`src/rtl/alu_test_sequencer_pkg.sv`:
```
`default_nettype none
// ---------------------------------------------------------------------------
// alu_test_sequencer_pkg : shared state encoding and vector-width helper
// Revision: 1.0
// ---------------------------------------------------------------------------
package alu_test_sequencer_pkg;

    typedef enum logic [1:0] {
        ST_IDLE  = 2'd0,
        ST_RUN   = 2'd1,
        ST_DRAIN = 2'd2,
        ST_DONE  = 2'd3
    } state_t;

    // Vector is {S[1:0], Cin, A[N-1:0], B[N-1:0]}
    function automatic int vec_width(input int n);
        return 2 * n + 3;
    endfunction

endpackage
`default_nettype wire

```
`src/rtl/alu_test_sequencer_if.sv`:
```
`default_nettype none
// ---------------------------------------------------------------------------
// alu_test_sequencer_if : stimulus/result bus between sequencer and datapath
// Revision: 1.0
// ---------------------------------------------------------------------------
interface alu_test_sequencer_if #(
    parameter int N = 4
);
    logic [N-1:0] A;
    logic [N-1:0] B;
    logic [1:0]   S;
    logic         Cin;
    logic [N:0]   myresult;
    logic [N:0]   goodresult;

    modport master (output A, B, S, Cin, input myresult, goodresult);
    modport slave  (input A, B, S, Cin, output myresult, goodresult);
endinterface
`default_nettype wire

```
`src/rtl/alu_test_sequencer_vec_delay_line.sv`:
```
`default_nettype none
// ---------------------------------------------------------------------------
// vec_delay_line : DEPTH-stage negedge shift register for vector tags
// Revision: 1.0
// ---------------------------------------------------------------------------
module vec_delay_line #(
    parameter int W     = 12,
    parameter int DEPTH = 2
) (
    input  wire logic         CLK,
    input  wire logic         RST,
    input  wire logic [W-1:0] din,
    output logic      [W-1:0] dout
);

    logic [W-1:0] r_sh [DEPTH];

    always_ff @(negedge CLK or negedge RST) begin
        if (!RST) begin
            for (int i = 0; i < DEPTH; i++) r_sh[i] <= '0;
        end else begin
            r_sh[0] <= din;
            for (int i = 1; i < DEPTH; i++) r_sh[i] <= r_sh[i-1];
        end
    end

    assign dout = r_sh[DEPTH-1];

endmodule
`default_nettype wire

```
`src/rtl/alu_test_sequencer.sv`:
```
`default_nettype none
// ---------------------------------------------------------------------------
// alu_test_sequencer : sweeps all ALU vectors and counts result mismatches
// Revision: 1.0
// ---------------------------------------------------------------------------
module alu_test_sequencer
    import alu_test_sequencer_pkg::*;
#(
    parameter int N    = 4,
    parameter int LAT  = 2,
    parameter int ERRW = 12
) (
    input  wire logic                      CLK,
    input  wire logic                      RST,
    input  wire logic                      start,
    alu_test_sequencer_if.master           dp,
    output logic                           busy,
    output logic                           done,
    output logic                           err_flag,
    output logic [ERRW-1:0]                err_cnt,
    output logic [vec_width(N)-1:0]        first_err_vec
);

    localparam int               c_VW         = vec_width(N);
    localparam logic [c_VW-1:0]  c_LAST_VEC   = '1;
    localparam int               c_DW         = $clog2(LAT + 1);
    localparam logic [c_DW-1:0]  c_DRAIN_LAST = c_DW'(LAT - 1);

    state_t              r_state;
    logic [c_VW-1:0]     r_vec;
    logic [c_DW-1:0]     r_drain;
    logic                r_busy;
    logic                r_done;
    logic                r_err_flag;
    logic [ERRW-1:0]     r_err_cnt;
    logic [c_VW-1:0]     r_first;

    logic [c_VW:0]       w_din;
    logic [c_VW:0]       w_tail;
    logic                w_start_ok;
    logic                w_mismatch;

    assign w_start_ok = start && (r_state == ST_IDLE || r_state == ST_DONE);
    // Case inequality so X/Z on the datapath result counts as a failure
    assign w_mismatch = w_tail[c_VW] && (dp.myresult !== dp.goodresult);

    always_comb begin
        w_din = '0;
        case (r_state)
            ST_IDLE, ST_DONE: if (start) w_din = {1'b1, {c_VW{1'b0}}};
            ST_RUN:           if (r_vec != c_LAST_VEC) w_din = {1'b1, c_VW'(r_vec + 1'b1)};
            default:          w_din = '0;
        endcase
    end

    vec_delay_line #(
        .W     (c_VW + 1),
        .DEPTH (LAT)
    ) u_delay (
        .CLK  (CLK),
        .RST  (RST),
        .din  (w_din),
        .dout (w_tail)
    );

    always_ff @(negedge CLK or negedge RST) begin
        if (!RST) begin
            r_state <= ST_IDLE;
            r_vec   <= '0;
            r_drain <= '0;
            r_busy  <= 1'b0;
            r_done  <= 1'b0;
        end else begin
            case (r_state)
                ST_IDLE, ST_DONE: begin
                    if (start) begin
                        r_state <= ST_RUN;
                        r_vec   <= '0;
                        r_busy  <= 1'b1;
                        r_done  <= 1'b0;
                    end
                end
                ST_RUN: begin
                    if (r_vec == c_LAST_VEC) begin
                        // The transition edge is the first of the LAT empty pushes
                        if (LAT == 1) begin
                            r_state <= ST_DONE;
                            r_busy  <= 1'b0;
                            r_done  <= 1'b1;
                        end else begin
                            r_state <= ST_DRAIN;
                            r_drain <= c_DW'(1);
                        end
                    end else begin
                        r_vec <= r_vec + 1'b1;
                    end
                end
                ST_DRAIN: begin
                    if (r_drain == c_DRAIN_LAST) begin
                        r_state <= ST_DONE;
                        r_busy  <= 1'b0;
                        r_done  <= 1'b1;
                    end else begin
                        r_drain <= r_drain + 1'b1;
                    end
                end
                default: r_state <= ST_IDLE;
            endcase
        end
    end

    always_ff @(negedge CLK or negedge RST) begin
        if (!RST) begin
            r_err_flag <= 1'b0;
            r_err_cnt  <= '0;
            r_first    <= '0;
        end else if (w_start_ok) begin
            r_err_flag <= 1'b0;
            r_err_cnt  <= '0;
            r_first    <= '0;
        end else if (w_mismatch) begin
            if (r_err_cnt != {ERRW{1'b1}}) r_err_cnt <= r_err_cnt + 1'b1;
            r_err_flag <= 1'b1;
            if (!r_err_flag) r_first <= w_tail[c_VW-1:0];
        end
    end

    assign dp.B          = r_vec[N-1:0];
    assign dp.A          = r_vec[2*N-1:N];
    assign dp.Cin        = r_vec[2*N];
    assign dp.S          = r_vec[c_VW-1:c_VW-2];
    assign busy          = r_busy;
    assign done          = r_done;
    assign err_flag      = r_err_flag;
    assign err_cnt       = r_err_cnt;
    assign first_err_vec = r_first;

endmodule
`default_nettype wire

```
`src/flat_wrapper.sv`:
```
// flat-port wrapper written by rule: the top's interface ports become plain ports
module alu_test_sequencer_flat import alu_test_sequencer_pkg::*;
#(
    parameter int N    = 4,
    parameter int LAT  = 2,
    parameter int ERRW = 12
)
  (CLK, RST, start, busy, done, err_flag, err_cnt, first_err_vec, dp_A, dp_B, dp_S, dp_Cin, dp_myresult, dp_goodresult);
  alu_test_sequencer_if #(.N(N)) dp_i ();
  input  wire logic CLK;
  input  wire logic RST;
  input  wire logic start;
  output logic busy;
  output logic done;
  output logic err_flag;
  output logic [ERRW-1:0] err_cnt;
  output logic [vec_width(N)-1:0] first_err_vec;
  output wire logic [$bits(dp_i.A)-1:0] dp_A;
  output wire logic [$bits(dp_i.B)-1:0] dp_B;
  output wire logic [$bits(dp_i.S)-1:0] dp_S;
  output wire logic [$bits(dp_i.Cin)-1:0] dp_Cin;
  input wire logic [$bits(dp_i.myresult)-1:0] dp_myresult;
  input wire logic [$bits(dp_i.goodresult)-1:0] dp_goodresult;
  assign dp_A = dp_i.A;
  assign dp_B = dp_i.B;
  assign dp_S = dp_i.S;
  assign dp_Cin = dp_i.Cin;
  assign dp_i.myresult = dp_myresult;
  assign dp_i.goodresult = dp_goodresult;
  alu_test_sequencer #(.N(N), .LAT(LAT), .ERRW(ERRW)) u_core (.CLK(CLK), .RST(RST), .start(start), .dp(dp_i), .busy(busy), .done(done), .err_flag(err_flag), .err_cnt(err_cnt), .first_err_vec(first_err_vec));
endmodule
```
`config.mk`:
```
export PLATFORM = sky130hd
export DESIGN_NAME = alu_test_sequencer_flat
export DESIGN_NICKNAME = d
export VERILOG_FILES = /design/src/rtl/alu_test_sequencer_pkg.sv /design/src/rtl/alu_test_sequencer_if.sv /design/src/rtl/alu_test_sequencer_vec_delay_line.sv /design/src/rtl/alu_test_sequencer.sv /design/src/flat_wrapper.sv
export SDC_FILE = /design/constraint.sdc
export NUM_CORES = 1
export LEC_CHECK = 0
export CELL_PAD_IN_SITES_DETAIL_PLACEMENT = 1
export CELL_PAD_IN_SITES_GLOBAL_PLACEMENT = 1
export CORE_ASPECT_RATIO = 0.9
export CORE_MARGIN = 2
export CORE_UTILIZATION = 36
export DETAILED_ROUTE_END_ITERATION = 12
export PLACE_DENSITY_LB_ADDON = 0.1
export SYNTH_ARGS = -nofsm -noshare
export SYNTH_HDL_FRONTEND = slang
export SYNTH_SLANG_ARGS = --single-unit
```
`constraint.sdc`:
```
create_clock -name CLK -period 2.1 [get_ports CLK]
set_clock_uncertainty 0.2 [all_clocks]
set_input_delay 0.315 -clock CLK [delete_from_list [all_inputs] [get_ports CLK]]
set_output_delay 0.315 -clock CLK [all_outputs]
set_load 0.01 [all_outputs]
```
### Yosys cells after proc, flatten, opt, wreduce, memory -nomap -nowiden

Index checks and enable logic that the tools add are counted.

* add/subtract/negate cells: 3
* multiply operators: 0
* divide/modulo/power cells: 0
* magnitude comparators: 0
* equality and inequality tests: 14
* shift-type cells: 0
* multiplexer cells: 27
* bitwise operators: 0
* reductions and logical operators: 16

Operator list (count)
* 12-bit 2-to-1 mux: 5
* 11-bit 2-to-1 mux: 5
* 12-bit case mux with 2 select lines: 1
* 11-bit case mux with 2 select lines: 1
* 12-bit by 1-bit adder with 12-bit output (second input constant): 1
* 12-bit != test (second input constant): 1
* 3-bit AND reduction: 4
* 11-bit by 1-bit adder with 11-bit output (second input constant): 1
* 11-bit == test (second input constant): 1
* 11-bit != test (second input constant): 1
* 2-bit 2-to-1 mux: 5
* 2-bit nonzero test: 5
* 2-bit != test (second input constant): 4
* 1-bit 2-to-1 mux: 6
* 2-bit case mux with 3 select lines: 1
* 5-bit !== test: 1
* 2-bit by 1-bit == test with 1-bit output (second input constant): 2
* 2-bit == test (second input constant): 2
* 2-bit by 1-bit != test with 1-bit output (second input constant): 2
* 1-bit case mux with 2 select lines: 2
* 2-bit case mux with 2 select lines: 1
* 2-bit AND reduction: 2
* 2-bit by 1-bit adder with 2-bit output (second input constant): 1
* 1-bit logical AND: 2
* 3 further kinds: 3

* bits in registers: 65
* latch bits: 0
* memory bits (writable): 0
* ROM bits: 0
* input bits: 13
* logic and storage cells: 70
* memories kept: 0

### Depth between registers and ports, before layout

* depth in word-level cells: 5
* depth in mapped cells: 8
* depth with buffers taken out: 7

### Hierarchy

Synthesis repeated with hierarchy kept, for this count alone.

* cell total of the unflattened synthesis: 316
* area, all modules: 3095.5 um^2

Modules (own cells, without submodules)
* alu_test_sequencer: times used 1, cells an instance 280, area an instance 2404.8 um^2
* vec_delay_line: times used 1, cells an instance 36, area an instance 690.7 um^2

==> flow_summary.json <==
{
  "totalWireLength_microns": 10600,
  "core_sq_um": 7990,
  "max-vdd-ir-drop_mv": 0.640,
  "power_leakage_nw": 2.35,
  "antenna-diode-count": 0,
  "die_w_microns": 99.1,
  "cts_buffer_depth": 2,
  "start_kind": "input port",
  "die_area_sq_um": 8890,
  "nNetsFinal": 467,
  "ioPinCount": 50,
  "preCtsSetupSlack_ps": -1140,
  "clock-sinks": 65,
  "critPathKind": "input port to flip-flop",
  "cts_tree": "built",
  "drtPass1Iterations": 5,
  "syn-instance-count": 299,
  "reg2regPathDepth": 9,
  "drive_above_1_share_pct": 54.3,
  "ys_top_cells_by_count": "65 x dfrtn_1, 33 x nand2_1, 27 x nand3_1",
  "track_usage_pct": 21.6,
  "min_from": "u_core.u_delay.r_sh[20]$_DFF_NN0_",
  "r2r_slack_ps": -290,
  "outcome": "finished, violations left",
  "syn_nets": 318,
  "overflow": 0,
  "cap_violations": 0,
  "ys_warn_count": 0,
  "setup_viol_count_final": 70,
  "synth_ff_type": "dfrtn_1",
  "p_seq_share_pct": 31.6,
  "drc_errors": 0,
  "rows": 31,
  "ant_nets": 0,
  "grt_max_degree": 66,
  "vias": 2946,
  "reg2reg_to": "u_core.err_cnt[10]$_DFFE_NN0P_",
  "clockRootBuffer": "clkbuf_8",
  "hold_depth": 0,
  "crit_required_ps": 1190,
  "reg2reg_from": "u_core.err_cnt[1]$_DFFE_NN0P_",
  "switching_share_pct": 37.3,
  "yosysMostFrequentCell": "dfrtn_1",
  "synth_seq_cells": 65,
  "yosysUniqueCellTypes": 31,
  "synth_edf_count": 0,
  "finalHoldViolCount": 0,
  "synth_area_leaders": "dfrtn_1 55%, nand3_1 4.6%, o21ai_0 4.3%, nand2_1 4.2%, a21oi_1 3.9%",
  "yosys.area.top_type_share_pct": 55.5,
  "tightest_slew_ps": 460,
  "wire_per_inst_microns": 19.1,
  "gp_congestion": 0.822,
  "report.final.slew_viol_count": 0,
  "vias_per_cell": 5.34,
  "area_delta_synth_final_pct": 70.4,
  "hold_class": "flip-flop to flip-flop",
  "first_global_vias": 2963,
  "h-tree-depth": 3,
  "cts_made_buffers": 9,
  "clkTransAtPathRegs_ps": 60,
  "grt_pass1_wl_microns": 14900,
  "postLayoutSetupSlackWorst_ps": -440,
  "start_util_pct": 36.7,
  "path_max_fanout": 7,
  "rsz0062_at_grt": "true",
  "synth_area_sq_um": 2930,
  "synthArstFlopShare_pct": 100,
  "violations": "negative setup slack",
  "cp.arrival_ps": 1630,
  "syn_area_per_cell_sq_um": 9.81,
  "grt_antenna_before_repair": 0,
  "p_int_mw": 3.04,
  "fp.dieH_microns": 89.6,
  "yosysSeqAreaShare_pct": 55.5,
  "relSlewSlack_pct": 69.1,
  "hold_end": "u_core.u_delay.dout[8]$_DFF_NN0_",
  "finalPower_mw": 4.85,
  "p_per_area_nw_per_um2": 970,
  "end_kind": "flip-flop",
  "pwr-share-comb_pct": 45.9,
  "p_clk_share_pct": 22.5,
  "switching_power_mw": 1.81,
  "drtIter0Drc": 121,
  "cts.hold.buffers_added": 0,
  "io_buffers": 49,
  "synth_top_area_cell": "dfrtn_1",
  "dpl.hpwl_microns": 5400,
  "insertion_delay_ps": 340
}
[sequential cells by signal, summed over array words and instances, names as in the netlist]
signal                flops
u_core.err_cnt           12
u_core.busy               1
u_core.err_flag           1
u_core.r_vec             11
u_core.r_drain            2
u_core.first_err_vec     11
u_core.u_delay.dout      12
u_core.u_delay.r_sh      12
u_core.done               1
u_core.r_state            2
[metrics by stage]
stage,utilization [%],cells,hold WS [ps],setup TNS (ps),instance area [sq um]
2_1_floorplan,-,299,91.7,-11670,3070
3_3_place_gp,51.0,495,92.1,-51830,4080
3_5_place_dp,51.0,495,96.8,-52440,4080
4_1_cts,58.2,534,91.6,-19650,4650
5_1_grt,62.6,552,93.9,-23700,5000
6_report,62.6,552,91.7,-21320,5000
[power by group through the flow]
stage | Sequential [mW] | Clock, mW | Combinational [mW]
detailed placement | 1.55 | 0 | 1.40
CTS | 1.52 | 1.10 | 1.88
global placement | 1.54 | 0 | 1.38
global route | 1.54 | 1.17 | 2.37
floorplan | 1.60 | 0 | 0.673
finish | 1.53 | 1.09 | 2.22
[worst max-delay path: stages]
cell     delay [ps]
buf_8           100
xnor2_4         130
buf_6           120
nand3_4          90
buf_6           110
o21ai_4          80
or4_1           480
a21oi_1         200
[worst max-delay path by stage]
| stage | start | end | slack, ps | cells after the start |
|---|---|---|---|---|
| finish | dp_myresult[3] | u_core.err_cnt[10]$_DFFE_NN0P_ | -440 | 8 |
| global route | dp_myresult[3] | u_core.err_cnt[10]$_DFFE_NN0P_ | -500 | 8 |
| CTS | u_core.err_cnt[0]$_DFFE_NN0P_ | err_cnt[0] | -410 | 1 |
| detailed placement | dp_goodresult[2] | u_core.first_err_vec[7]$_DFFE_NN0P_ | -1140 | 7 |
| global placement | dp_goodresult[2] | u_core.first_err_vec[5]$_DFFE_NN0P_ | -1120 | 7 |
| floorplan | dp_goodresult[2] | u_core.first_err_vec[1]$_DFFE_NN0P_ | -520 | 6 |
[cells by family (layout without fill, tap and decap cells)]
family                     after synthesis  in the layout  synth area share (%)
and+or+nand+nor                        128            129                  21.9
AOI/OAI and AO/OA                       67             67                  13.2
DFF                                     65             65                  55.5
buffers and inverters                   18            171                  2.39
xor gates and xnor gates                14             14                  4.18
adders and majority gates                6              6                  2.56
muxes                                    1              1                 0.341
[layer usage]
metal	part of all wire [%]	vias up	wire length, microns	GRT usage, %
met5	0	-	0	0
met4	2.3	0	244	5.60
met3	4.1	21	436	5.50
met2	53	73	5640	38.1
met1	40	1490	4240	27.0
li1	-	1362	-	-
[timing repair]
item                                    4_1_cts  5_1_grt
pin swaps                                    50       22
gates cloned                                  3        0
gates resized for setup                     288       51
buffers inserted                             21       19
hold endpoints to repair                      0        0
endpoints found under the setup margin       77       83
[placed cells by master (no fill, tap or decap), types with 4 or more instances in the layout]
cell type,count
a21oi_1,11
buf_2,35
nand3_2,17
nand3_1,8
nand2_4,6
buf_6,23
buf_12,4
o21ai_2,7
o31ai_2,5
a31oi_1,4
clkbuf_8,9
xnor2_4,5
or3_1,7
dfrtn_1,65
nand4_1,6
buf_4,79
and3_1,5
nand2_1,26
inv_1,7
a21oi_2,10
nor2_1,19
o21ai_1,15
ha_1,5
xnor2_1,6
and3_4,4
buf_8,5
[cell type report]
| cell class | instances | area [sq um] |
|---|---|---|
| Sequential cell | 65 | 1630 |
| Clock inverter | 6 | 67.6 |
| Multi-Input combinational cell | 217 | 1780 |
| Clock buffer | 10 | 128 |
| Timing Repair Buffer | 148 | 1240 |
| Inverter | 7 | 26.3 |
| Tap cell | 99 | 124 |
| Fill cell | 861 | 2990 |
Power figures use the tool's default switching activity.
